**src/rtl/serial_add_pkg.sv**
```systemverilog
// -----------------------------------------------------------------------------
// serial_add_pkg
// Shared definitions for the bit-serial adder controller: the controller state
// encoding, the legal operand width range, and a helper that sizes the bit
// counter from the operand width.
// -----------------------------------------------------------------------------
package serial_add_pkg;

  // Legal operand widths for serial_add_ctrl
  localparam int unsigned WIDTH_MIN     = 1;
  localparam int unsigned WIDTH_MAX     = 64;
  localparam int unsigned WIDTH_DEFAULT = 8;

  // Controller states; the encoding is fixed so it can be probed in the lab
  typedef enum logic [1:0] {
    IDLE = 2'b00,
    RUN  = 2'b01,
    DONE = 2'b10
  } state_t;

  // Bit counter width: enough to hold WIDTH-1, but never narrower than one bit
  // so a single-bit adder still has a well-formed counter.
  function automatic int unsigned cnt_width(input int unsigned w);
    return (w <= 1) ? 1 : $clog2(w);
  endfunction

endpackage

```
**src/rtl/half_adder_cell.sv**
```systemverilog
// -----------------------------------------------------------------------------
// half_adder_cell
// One half-adder bit cell. Two of these plus an OR gate form the full-adder
// slice that serial_add_ctrl reuses for every bit position.
//
// Ports:
//   x  in   first addend bit
//   y  in   second addend bit
//   s  out  sum bit   (x ^ y)
//   c  out  carry bit (x & y)
// -----------------------------------------------------------------------------
module half_adder_cell (
  input  logic x,
  input  logic y,
  output logic s,
  output logic c
);

  assign s = x ^ y;
  assign c = x & y;

endmodule

```
**src/rtl/serial_add_ctrl.sv**
```systemverilog
// -----------------------------------------------------------------------------
// serial_add_ctrl
// Bit-serial adder controller. Accepts a WIDTH-bit operand pair over a
// valid/ready handshake, walks the pair LSB-first through one shared full-adder
// slice (two half_adder_cell instances), one bit per clock, and offers the sum
// and carry-out over a second valid/ready handshake.
//
// Ports:
//   clk        in   rising-edge clock
//   rst_n      in   asynchronous active-low reset
//   in_valid   in   operands a/b valid
//   in_ready   out  operands can be accepted (IDLE only)
//   a, b       in   WIDTH-bit operands, sampled on acceptance only
//   abort      in   synchronous cancel, honoured only while running
//   out_valid  out  sum/carry_out valid (DONE only)
//   out_ready  in   consumer takes the result
//   sum        out  (a + b) mod 2^WIDTH
//   carry_out  out  bit WIDTH of a + b
//   busy       out  high while bits are being processed
// -----------------------------------------------------------------------------
module serial_add_ctrl
  import serial_add_pkg::*;
#(
  parameter int unsigned WIDTH = WIDTH_DEFAULT
) (
  input  logic             clk,
  input  logic             rst_n,
  input  logic             in_valid,
  output logic             in_ready,
  input  logic [WIDTH-1:0] a,
  input  logic [WIDTH-1:0] b,
  input  logic             abort,
  output logic             out_valid,
  input  logic             out_ready,
  output logic [WIDTH-1:0] sum,
  output logic             carry_out,
  output logic             busy
);

  localparam int unsigned      CNT_W    = cnt_width(WIDTH);
  localparam logic [CNT_W-1:0] LAST_BIT = CNT_W'(WIDTH - 1);
  localparam logic [CNT_W-1:0] CNT_ONE  = CNT_W'(1);

  state_t             state_q;
  logic [CNT_W-1:0]   cnt_q;
  logic               carry_q;
  logic [WIDTH-1:0]   opA_q;
  logic [WIDTH-1:0]   opB_q;
  logic [WIDTH-1:0]   acc_q;
  logic [WIDTH-1:0]   sum_q;
  logic               cout_q;

  logic               s0;
  logic               c0;
  logic               s1;
  logic               c1;
  logic               carry_d;
  logic [WIDTH-1:0]   acc_d;

  // Full-adder slice: the first cell adds the two operand LSBs, the second
  // folds in the carry left over from the previous bit.
  half_adder_cell u_ha0 (
    .x (opA_q[0]),
    .y (opB_q[0]),
    .s (s0),
    .c (c0)
  );

  half_adder_cell u_ha1 (
    .x (s0),
    .y (carry_q),
    .s (s1),
    .c (c1)
  );

  // At most one of the two half-adder carries can be set, so OR is enough.
  assign carry_d = c0 | c1;

  // The new sum bit enters at the MSB; after WIDTH shifts the first bit
  // processed has travelled down to bit 0.
  generate
    if (WIDTH == 1) begin : g_acc_single
      assign acc_d = s1;
    end else begin : g_acc_multi
      assign acc_d = {s1, acc_q[WIDTH-1:1]};
    end
  endgenerate

  // Controller, counter and shift registers. The working accumulator is kept
  // apart from the presented sum so that sum/carry_out only change when a
  // complete result lands and stay put through the following operations.
  always_ff @(posedge clk or negedge rst_n) begin
    if (!rst_n) begin
      state_q <= IDLE;
      cnt_q   <= '0;
      carry_q <= 1'b0;
      opA_q   <= '0;
      opB_q   <= '0;
      acc_q   <= '0;
      sum_q   <= '0;
      cout_q  <= 1'b0;
    end else begin
      case (state_q)
        IDLE: begin
          if (in_valid) begin
            opA_q   <= a;
            opB_q   <= b;
            carry_q <= 1'b0;
            cnt_q   <= '0;
            state_q <= RUN;
          end
        end

        RUN: begin
          // abort takes priority even over the final bit
          if (abort) begin
            state_q <= IDLE;
          end else begin
            opA_q   <= opA_q >> 1;
            opB_q   <= opB_q >> 1;
            carry_q <= carry_d;
            acc_q   <= acc_d;
            cnt_q   <= cnt_q + CNT_ONE;
            if (cnt_q == LAST_BIT) begin
              sum_q   <= acc_d;
              cout_q  <= carry_d;
              state_q <= DONE;
            end
          end
        end

        DONE: begin
          if (out_ready) begin
            state_q <= IDLE;
          end
        end

        default: begin
          state_q <= IDLE;
        end
      endcase
    end
  end

  // Handshake flags decode straight from state, so neither in_valid nor
  // out_ready has a combinational path to any output.
  assign in_ready  = (state_q == IDLE);
  assign busy      = (state_q == RUN);
  assign out_valid = (state_q == DONE);
  assign sum       = sum_q;
  assign carry_out = cout_q;

endmodule

```
**config.mk**
```make
export PLATFORM = sky130hd
export DESIGN_NAME = serial_add_ctrl
export DESIGN_NICKNAME = d
export VERILOG_FILES = /design/src/rtl/serial_add_pkg.sv /design/src/rtl/half_adder_cell.sv /design/src/rtl/serial_add_ctrl.sv
export SDC_FILE = /design/constraint.sdc
export NUM_CORES = 1
export LEC_CHECK = 0
export BUFFER_PORTS_ARGS = -buffer_cell sky130_fd_sc_hd__buf_4
export CELL_PAD_IN_SITES_DETAIL_PLACEMENT = 1
export CELL_PAD_IN_SITES_GLOBAL_PLACEMENT = 2
export CORE_UTILIZATION = 36
export DETAILED_ROUTE_END_ITERATION = 8
export PLACE_DENSITY = 0.84
export SLEW_MARGIN = 20
export SYNTH_ARGS = -nofsm -noshare
export SYNTH_HDL_FRONTEND = slang
export SYNTH_SLANG_ARGS = --single-unit
export TNS_END_PERCENT = 20
```
**constraint.sdc**
```tcl
create_clock -name clk -period 2.2 [get_ports clk]
set_clock_uncertainty 0.15 [all_clocks]
set_input_delay 0.44 -clock clk [delete_from_list [all_inputs] [get_ports clk]]
set_output_delay 0.44 -clock clk [all_outputs]
set_load 0.01 [all_outputs]
```
==> impl_metrics.toml, run 1 <==
[timing]
tns_ns = 0
max-slew-margin-rel = 0.661
period_needed_ns = 1.92
finalSetupViolCount = 0
worst_pin_slew_ns = 0.507
drv_slew = 0
hold_viol = 0
setup_slack_ns = 0.282
timing.hold.ws_ns = 0.235
period_share = 0.872
rsz0062_at_grt = "false"
max_freq_ghz = 0.521

[power]
power_frac_clock = 0.227
p_per_area_nw_per_um2 = 971
power.switching_mw = 0.570
p_int_mw = 1.43
vdd_drop_max_uv = 480
switching_share = 0.285
comb_power_share = 0.259
leakagePower_nw = 1.01
p_seq_frac = 0.514

[drt]
first_iter_violations = 58
vias_per_cell = 5.24
post_drt_wl_per_cell_um = 16.1
drt-total-wl_um = 3430
first_pass_iters = 2
vias = 1117
drtAntennaViolNets = 0
drc_errors = 0

[die]
num_io_pins = 33
die_area_sq_um = 4940
core_sq_um = 4410
start_util = 0.380
die_h_um = 70.3
die_w_um = 70.3
num_rows = 24

[cts]
cts_tree = "yes"
post_cts_buffers = 0
clk_root_buffer_cell = "clkbuf_8"
cts.path.max_buffers = 2
path_clk_slew_ns = 0.07
cts_hold_buf = 1
clkLatencyLatePin_ns = 0.28
cts_sinks = 38
cts_resized = 0
numCtsBuffers = 5
htree_num_levels = 2

[critical_path]
reg2reg_depth = 5
cp-start-kind = "flip-flop"
cp-end-kind = "output port"
cp_max_fo = 5
critPathKind = "flip-flop to output port"
cp_data_required_time_ns = 1.61
cp_data_arrival_time_ns = 1.33

[hold_path]
min_path_cells = 2
hold_path.class = "input pin to flip-flop"

[layout]
fin_util = 0.467
areaGrowthSynthToFinish_pct = 22.7
n_antenna_cell = 0
drive_above_1_share = 0.422
fin_nets = 186
layout.cells.non_filler = 213

[global_routing]
grt.overflow.total = 0
grt_first_pass_wirelength_um = 5920
antenna_found_initial = 0
grt_pass1_vias = 1257
grt_max_degree = 39
grt_use_total = 0.154

[synth]
yosys_warnings = 0
syn_avg_cell_area_sq_um = 13.4
postSynthCellCount = 125
synthDistinctLibCells = 23
yosysSeqAreaShare = 0.566
synth_nets = 149
syn_area_sq_um = 1680
yosys_register_bits = 38

[outcome]
status = "finished, final reports clean"

[job]
max-cap-violations = 0

[placed_design]
place_inst = 206
place_ws_ns = 0.318
dpl.hpwl_um = 2480
port-buffer-count = 32
place_congestion = 0.729
-- per-stage QoR --
stage	power (mW)	cell area [sq um]
2_1_floorplan	1.38	1680
3_3_place_gp	1.53	1970
3_5_place_dp	1.58	1970
4_1_cts	2.04	2060
5_1_grt	2.14	2060
6_report	2.00	2060
-- cell families after synthesis --
family / share of synthesized area
mux: 0.212
fa+ha+maj: 0.0268
flops: 0.566
buf+inv: 0.0350
compound gates: 0.0708
simple gates: 0.0887
-- final timing paths --
kind	startpoint	to	slack, ns
max reg2reg	cnt_q[0]	sum[3]	0.34
min	a[7]	opA_q[7]	0.23
max in group asynchronous	rst_n	cnt_q[1]	1.04
min reg2reg	acc_q[1]	sum[0]	0.36
max	state_q[1]	busy	0.28
min in group asynchronous	rst_n	opA_q[2]	0.52
-- cells in the mapped netlist --
cell	number	area (sq um)
buf_6	1	11.3
buf_2	2	10.0
nor3b_1	2	15.0
nor2b_1	1	6.26
nor2_1	2	7.51
nor3_4	1	16.3
nor3b_4	1	18.8
clkbuf_1	1	3.75
a31o_2	2	17.5
or2_1	1	6.26
inv_1	3	11.3
mux2i_1	12	120
ha_1	2	25.0
a21o_1	2	15.0
a21oi_1	12	60.1
a22o_1	3	26.3
nand2b_1	1	6.26
buf_4	3	22.5
mux2_2	21	236
nor3b_2	1	12.5
fa_1	1	20.0
dfrtp_1	38	951
nor3_1	12	60.1
-- power by group through the flow --
stage / logic, mW / clock network [mW] / registers [mW]
3_3_place_gp: 0.500 / 0 / 1.03
4_1_cts: 0.532 / 0.477 / 1.03
6_report: 0.518 / 0.454 / 1.03
2_1_floorplan: 0.370 / 0 / 1.01
5_1_grt: 0.585 / 0.504 / 1.05
3_5_place_dp: 0.531 / 0 / 1.05
-- registers in the layout, summed over array words and instances, names as in the netlist --
signal     flops
sum            8
opA_q          8
carry_out      1
state_q        2
acc_q          7
cnt_q          3
carry_q        1
opB_q          8
-- layout by cell type, fill, tap and decap left out --
cell / n
dfrtp_1: 38
buf_4: 36
mux2_2: 21
mux2i_1: 12
nor3_1: 12
a21oi_1: 12
clkbuf_8: 6
inv_1: 3
a22o_1: 3
nor2_1: 2
a21o_1: 2
nor3b_1: 2
a31o_2: 2
ha_1: 2
nand2b_1: 1
nor2b_1: 1
nor3b_4: 1
nor3b_2: 1
or2_1: 1
nor3_4: 1
fa_1: 1
dlygate4sd3_1: 1
-- cell type report --
class / instances / area [sq um]
clock buffers: 6 / 82.6
fillers: 476 / 2350
inverters: 3 / 11.3
multi-input cells: 77 / 669
flip-flops and latches: 38 / 951
well taps: 52 / 65.1
repair buffers: 37 / 280
-- critical path, stage by stage, from the launching register on --
cell      delay [ns]
dfrtp_1         0.45
nand2b_1        0.31
inv_1           0.14
buf_4           0.16
-- per-layer routing --
| metal | GRT usage | part of all wire | up-vias |
|---|---|---|---|
| li1 | - | - | 519 |
| met1 | 0.191 | 0.41 | 570 |
| met2 | 0.263 | 0.53 | 23 |
| met3 | 0.0332 | 0.045 | 5 |
| met4 | 0.0533 | 0.012 | 0 |
| met5 | 0 | 0 | - |
No activity file was read; power rests on OpenSTA's default activity.
==> run 2, diff against run 1 <==
- RECOVER_POWER: default -> 100
==> run 2 against run 1 <==
Die area is the same. Critical path type is now flip-flop to flip-flop. Sequential cell count is the same. Cell count unchanged. Clock-buffer cell count unchanged. Design area decreased by 3.0%. Power fell by 1.0%.
==> impl_metrics.toml, run 2 (same netlist as run 1, synthesis figures left out) <==
[die]
core_sq_um = 4410
num_rows = 24
start_util = 0.380
num_io_pins = 33
die_area_sq_um = 4940
die_w_um = 70.3
die_h_um = 70.3

[critical_path]
slowest_stage = "clkbuf_2"
cp-start-kind = "flip-flop"
r2r-end = "cnt_q[0]"
r2r_slack_ns = 0.22
cpPeakStageDelay_ns = 0.52
cp-end-kind = "flip-flop"
cp_data_required_time_ns = 2.22
setup.worst_path.end = "cnt_q[0]"
r2r-start = "state_q[0]"
cp_data_arrival_time_ns = 2.00
cp_max_fo = 25
worstSetupStartpoint = "state_q[0]"
path_cells = "nor3b_1 > clkbuf_2 > nor2_1 > mux2_2"
critPathKind = "flip-flop to flip-flop"
reg2reg_depth = 4

[global_routing]
grt_use_total = 0.154
grt.overflow.total = 0
grt_pass1_vias = 1257
grt_max_degree = 39
grt_first_pass_wirelength_um = 5920
antenna_found_initial = 0

[outcome]
status = "finished, final reports clean"

[drt]
post_drt_wl_per_cell_um = 15.9
first_pass_iters = 2
drc_errors = 0
vias = 1122
drt-total-wl_um = 3400
drtAntennaViolNets = 0
first_iter_violations = 54
vias_per_cell = 5.27

[timing]
max_freq_ghz = 0.506
period_needed_ns = 1.98
period_share = 0.899
hold_viol = 0
worst_pin_slew_ns = 0.945
drv_slew = 0
tns_ns = 0
max-slew-margin-rel = 0.370
finalSetupViolCount = 0
rsz0062_at_grt = "false"

[power]
p_per_area_nw_per_um2 = 991
vdd_drop_max_uv = 474
leakagePower_nw = 0.950

[cts]
post_cts_buffers = 0
cts_tree = "yes"
clk_root_buffer_cell = "clkbuf_8"
htree_num_levels = 2
path_clk_slew_ns = 0.07
cts_sinks = 38
cts.path.max_buffers = 2
numCtsBuffers = 5
clkLatencyLatePin_ns = 0.28

[layout]
areaGrowthSynthToFinish_pct = 19.0
n_antenna_cell = 0
drive_above_1_share = 0.342
fillers = 490
layout.cells.non_filler = 213
layout_commonest_cell = "dfrtp_1"
final_cell_mix = "dfrtp_1 (38), buf_4 (22), mux2_2 (21)"
fin_nets = 186

[placed_design]
port-buffer-count = 32
place_congestion = 0.729
dpl.hpwl_um = 2480
place_inst = 206

[hold_path]
hold_path.class = "input pin to flip-flop"

[job]
max-cap-violations = 0
==> run 2: metal layers <==
layer,vias up,part of all wire,track usage
met3,5,0.046,0.0332
met2,23,0.53,0.263
met4,0,0.012,0.0533
met5,-,0,0
li1,522,-,-
met1,572,0.41,0.191
==> run 2: worst max-delay path, delay by kind of cell, from the launching register on <==
| family | cells | cell delay (ns) |
|---|---|---|
| buf+inv | 1 | 0.52 |
| flops | 1 | 0.43 |
| simple gates | 2 | 0.46 |
| mux | 1 | 0.30 |
==> run 2: how the worst min path moves through the flow <==
stage	from	endpoint	slack, ns	cells past startpoint
6_report	a[7]	opA_q[7]	0.23	2
3_3_place_gp	rst_n	opA_q[1]	0.28	1
3_5_place_dp	rst_n	opA_q[2]	0.29	1
2_1_floorplan	rst_n	acc_q[1]	-0.006	0
5_1_grt	a[7]	opA_q[7]	0.22	2
4_1_cts	a[7]	opA_q[7]	0.22	2
==> run 2: timing repair <==
item	in CTS	in global routing
hold endpoints to repair	38	0
hold buffers	1	0
endpoints found under the setup margin	0	0
resized for setup	0	0
==> run 2: cell type report <==
type,count,area [sq um],area share
Clock buffer,6,82.6,0.0413
Inverter,3,11.3,0.00564
Multi-Input combinational cell,77,658,0.329
Sequential cell,38,951,0.476
Tap cell,52,65.1,0.0326
Timing Repair Buffer,37,230,0.115
==> run 2: power by group <==
group	internal [mW]	switching [mW]	leakage, nW
combinational	0.270	0.229	0.439
sequential	0.900	0.126	0.468
clock	0.241	0.213	0.0431
==> run 2: metrics by stage <==
stage	util	cell area (sq um)	hold slack [ns]	setup WS, ns	power, mW
after floorplan	-	1680	-0.00559	0.500	1.38
final	0.453	2000	0.235	0.223	1.98
after global routing	0.453	2000	0.225	0.119	2.12
after CTS	0.467	2060	0.224	0.253	2.04
after global placement	0.446	1970	0.280	0.394	1.53
after detailed placement	0.446	1970	0.289	0.318	1.58
==> run 3, diff against run 2 <==
- CORE_UTILIZATION: 36 -> 38
- PLACE_DENSITY: 0.84 -> 0.85
- SYNTH_HIERARCHICAL: default -> 1
==> run 3 against run 2 <==
First-iteration DRC count fell by 54%. Worst hold slack improved by 0.047 ns. Global-route usage shrank 0.29 points. Via count is 2.9% lower. Highest routed layer unchanged. Register-to-register slack better by 0.04 ns. Combinational power is 5.0% higher. Critical path type is now flip-flop to output port.
==> impl_metrics.toml, run 3 <==
[drt]
drt-total-wl_um = 3320
first_pass_iters = 4
vias_per_cell = 4.98
drtAntennaViolNets = 0
vias = 1090
drc_errors = 0
post_drt_wl_per_cell_um = 15.2
first_iter_violations = 25

[synth]
yosysSeqAreaShare = 0.514
syn_avg_cell_area_sq_um = 14.3
ys.flop_type = "dfrtp_1"
yosys_register_bits = 38
ys_async_sr_fraction = 1.00
syn_area_sq_um = 1850
synth_largest_area_cell = "dfrtp_1"
synth-edff-count = 0
netlist.area_leader.share = 0.514
synthTopCellsByCount = "dfrtp_1 (38), mux2_2 (33), mux2_4 (12), nor2_1 (5), nor2b_1 (5)"
yosys_warnings = 6
synth_nets = 154
synthDistinctLibCells = 22
synth_most_common_cell = "dfrtp_1"
postSynthCellCount = 129
synth_area_leaders = "dfrtp_1 (51%), mux2_2 (20%), mux2_4 (9.7%)"

[job]
max-cap-violations = 0

[timing]
hold_viol = 0
tns_ns = 0
period_needed_ns = 1.98
drv_slew = 0
setup_slack_ns = 0.222
timing.hold.ws_ns = 0.282
period_share = 0.899
rsz0062_at_grt = "false"
worst_pin_slew_ns = 0.932
max_freq_ghz = 0.505
finalSetupViolCount = 0
max-slew-margin-rel = 0.378

[critical_path]
critPathKind = "flip-flop to output port"
r2r-start = "state_q[0]"
cp_data_arrival_time_ns = 1.39
r2r_slack_ns = 0.26
cp-start-kind = "flip-flop"
reg2reg_depth = 4
path_cells = "nand2b_4 > inv_1 > clkbuf_1"
cp_data_required_time_ns = 1.61
cpPeakStageDelay_ns = 0.59
worstSetupStartpoint = "state_q[0]"
slowest_stage = "dfrtp_1"
cp_max_fo = 18
setup.worst_path.end = "busy"
cp-end-kind = "output port"
r2r-end = "opB_q[3]"

[power]
leakagePower_nw = 1.01
comb_power_share = 0.256
switching_share = 0.276
power.switching_mw = 0.567
p_per_area_nw_per_um2 = 964
vdd_drop_max_uv = 493
p_seq_frac = 0.510
p_int_mw = 1.49
power_frac_clock = 0.234

[cts]
cts_sinks = 38
clkLatencyLatePin_ns = 0.29
htree_num_levels = 2
clk_root_buffer_cell = "clkbuf_8"
cts_tree = "yes"
cts.path.max_buffers = 2
numCtsBuffers = 5
path_clk_slew_ns = 0.07

[layout]
fillers = 500
final_cell_mix = "dfrtp_1 (38), mux2_2 (33), buf_4 (19)"
regArea_sq_um = 951
drive_above_1_share = 0.430
areaGrowthSynthToFinish_pct = 15.1
fin_nets = 189
layout_commonest_cell = "dfrtp_1"
multiInputGateArea_sq_um = 793
n_antenna_cell = 0

[outcome]
status = "finished, final reports clean"

[die]
die_h_um = 71.8
num_rows = 25
die_area_sq_um = 5150
die_w_um = 71.8
core_sq_um = 4690
num_io_pins = 33
start_util = 0.394

[global_routing]
grt_max_degree = 39
antenna_found_initial = 0
grt_first_pass_wirelength_um = 5820
grt.overflow.total = 0
grt_use_total = 0.151
grt_pass1_vias = 1235

[hold_path]
hold_path.class = "input pin to flip-flop"
min_path_cells = 3

[placed_design]
place_congestion = 0.729
dpl.hpwl_um = 2340
port-buffer-count = 32
place_ws_ns = 0.348
run 3: cell count changes after synthesis, sizes merged, moves of 3 or more:
| cell | previous run | this run |
|---|---|---|
| nor3 | 13 | 0 |
| nor3b | 4 | 0 |
| nor2 | 2 | 6 |
| nor2b | 1 | 5 |
| mux2i | 12 | 0 |
| mux2 | 21 | 45 |
| o21ai | 0 | 3 |
| a21oi | 12 | 4 |
run 3: through the flow:
stage	util	std cells	total power, mW	cell area, sq um
after floorplan	-	129	1.49	1850
after CTS	0.471	219	2.15	2210
after detailed placement	0.450	210	1.65	2110
after global placement	0.450	210	1.60	2110
after global routing	0.454	219	2.20	2130
final	0.454	219	2.05	2130
run 3: metal layers:
| layer | GRT usage | up-vias | routed length (um) |
|---|---|---|---|
| li1 | - | 524 | - |
| met1 | 0.189 | 538 | 1520 |
| met2 | 0.238 | 24 | 1590 |
| met3 | 0.0450 | 4 | 157 |
| met4 | 0.0784 | 0 | 51 |
| met5 | 0 | - | 0 |
run 3: power by group through the flow:
| stage | clock network [mW] | registers [mW] | logic (mW) |
|---|---|---|---|
| global placement | 0 | 1.05 | 0.559 |
| floorplan | 0 | 1.01 | 0.478 |
| global route | 0.530 | 1.08 | 0.590 |
| CTS | 0.502 | 1.05 | 0.594 |
| detailed placement | 0 | 1.07 | 0.588 |
| finish | 0.480 | 1.05 | 0.524 |
run 3: cell families after synthesis:
kind of cell | after synthesis | synth area share
simple gates | 17 | 0.0622
compound gates | 14 | 0.0561
flops | 38 | 0.514
mux | 45 | 0.298
buf+inv | 11 | 0.0426
fa+ha+maj | 4 | 0.0270
run 3: final cells by class:
type,instances,share of cell area
Timing Repair Buffer,35,0.0993
Inverter,4,0.00705
Clock inverter,1,0.00235
Multi-Input combinational cell,80,0.373
Sequential cell,38,0.447
Clock buffer,7,0.0405
Tap cell,54,0.0317
run 3: repair_timing:
item                       4_1_cts  5_1_grt
hold buffers                     1        0
buffers inserted                 0        0
gates resized for setup          0        0
hold endpoints to repair        38        0
setup endpoints to repair        0        0
run 3: worst max-delay path, delay by kind of cell (launching register included):
| kind | cells | cell delay (ns) |
|---|---|---|
| DFF | 1 | 0.59 |
| buffers and inverters | 2 | 0.25 |
| and+or+nand+nor | 1 | 0.25 |
run 3: how the worst min path moves through the flow:
stage,slack (ns),end,start
global route,0.29,carry_q,abort
finish,0.28,state_q[1],out_ready
detailed placement,0.29,opB_q[6],rst_n
floorplan,-0.006,acc_q[1],rst_n
CTS,0.28,state_q[1],out_ready
global placement,0.28,opB_q[6],rst_n
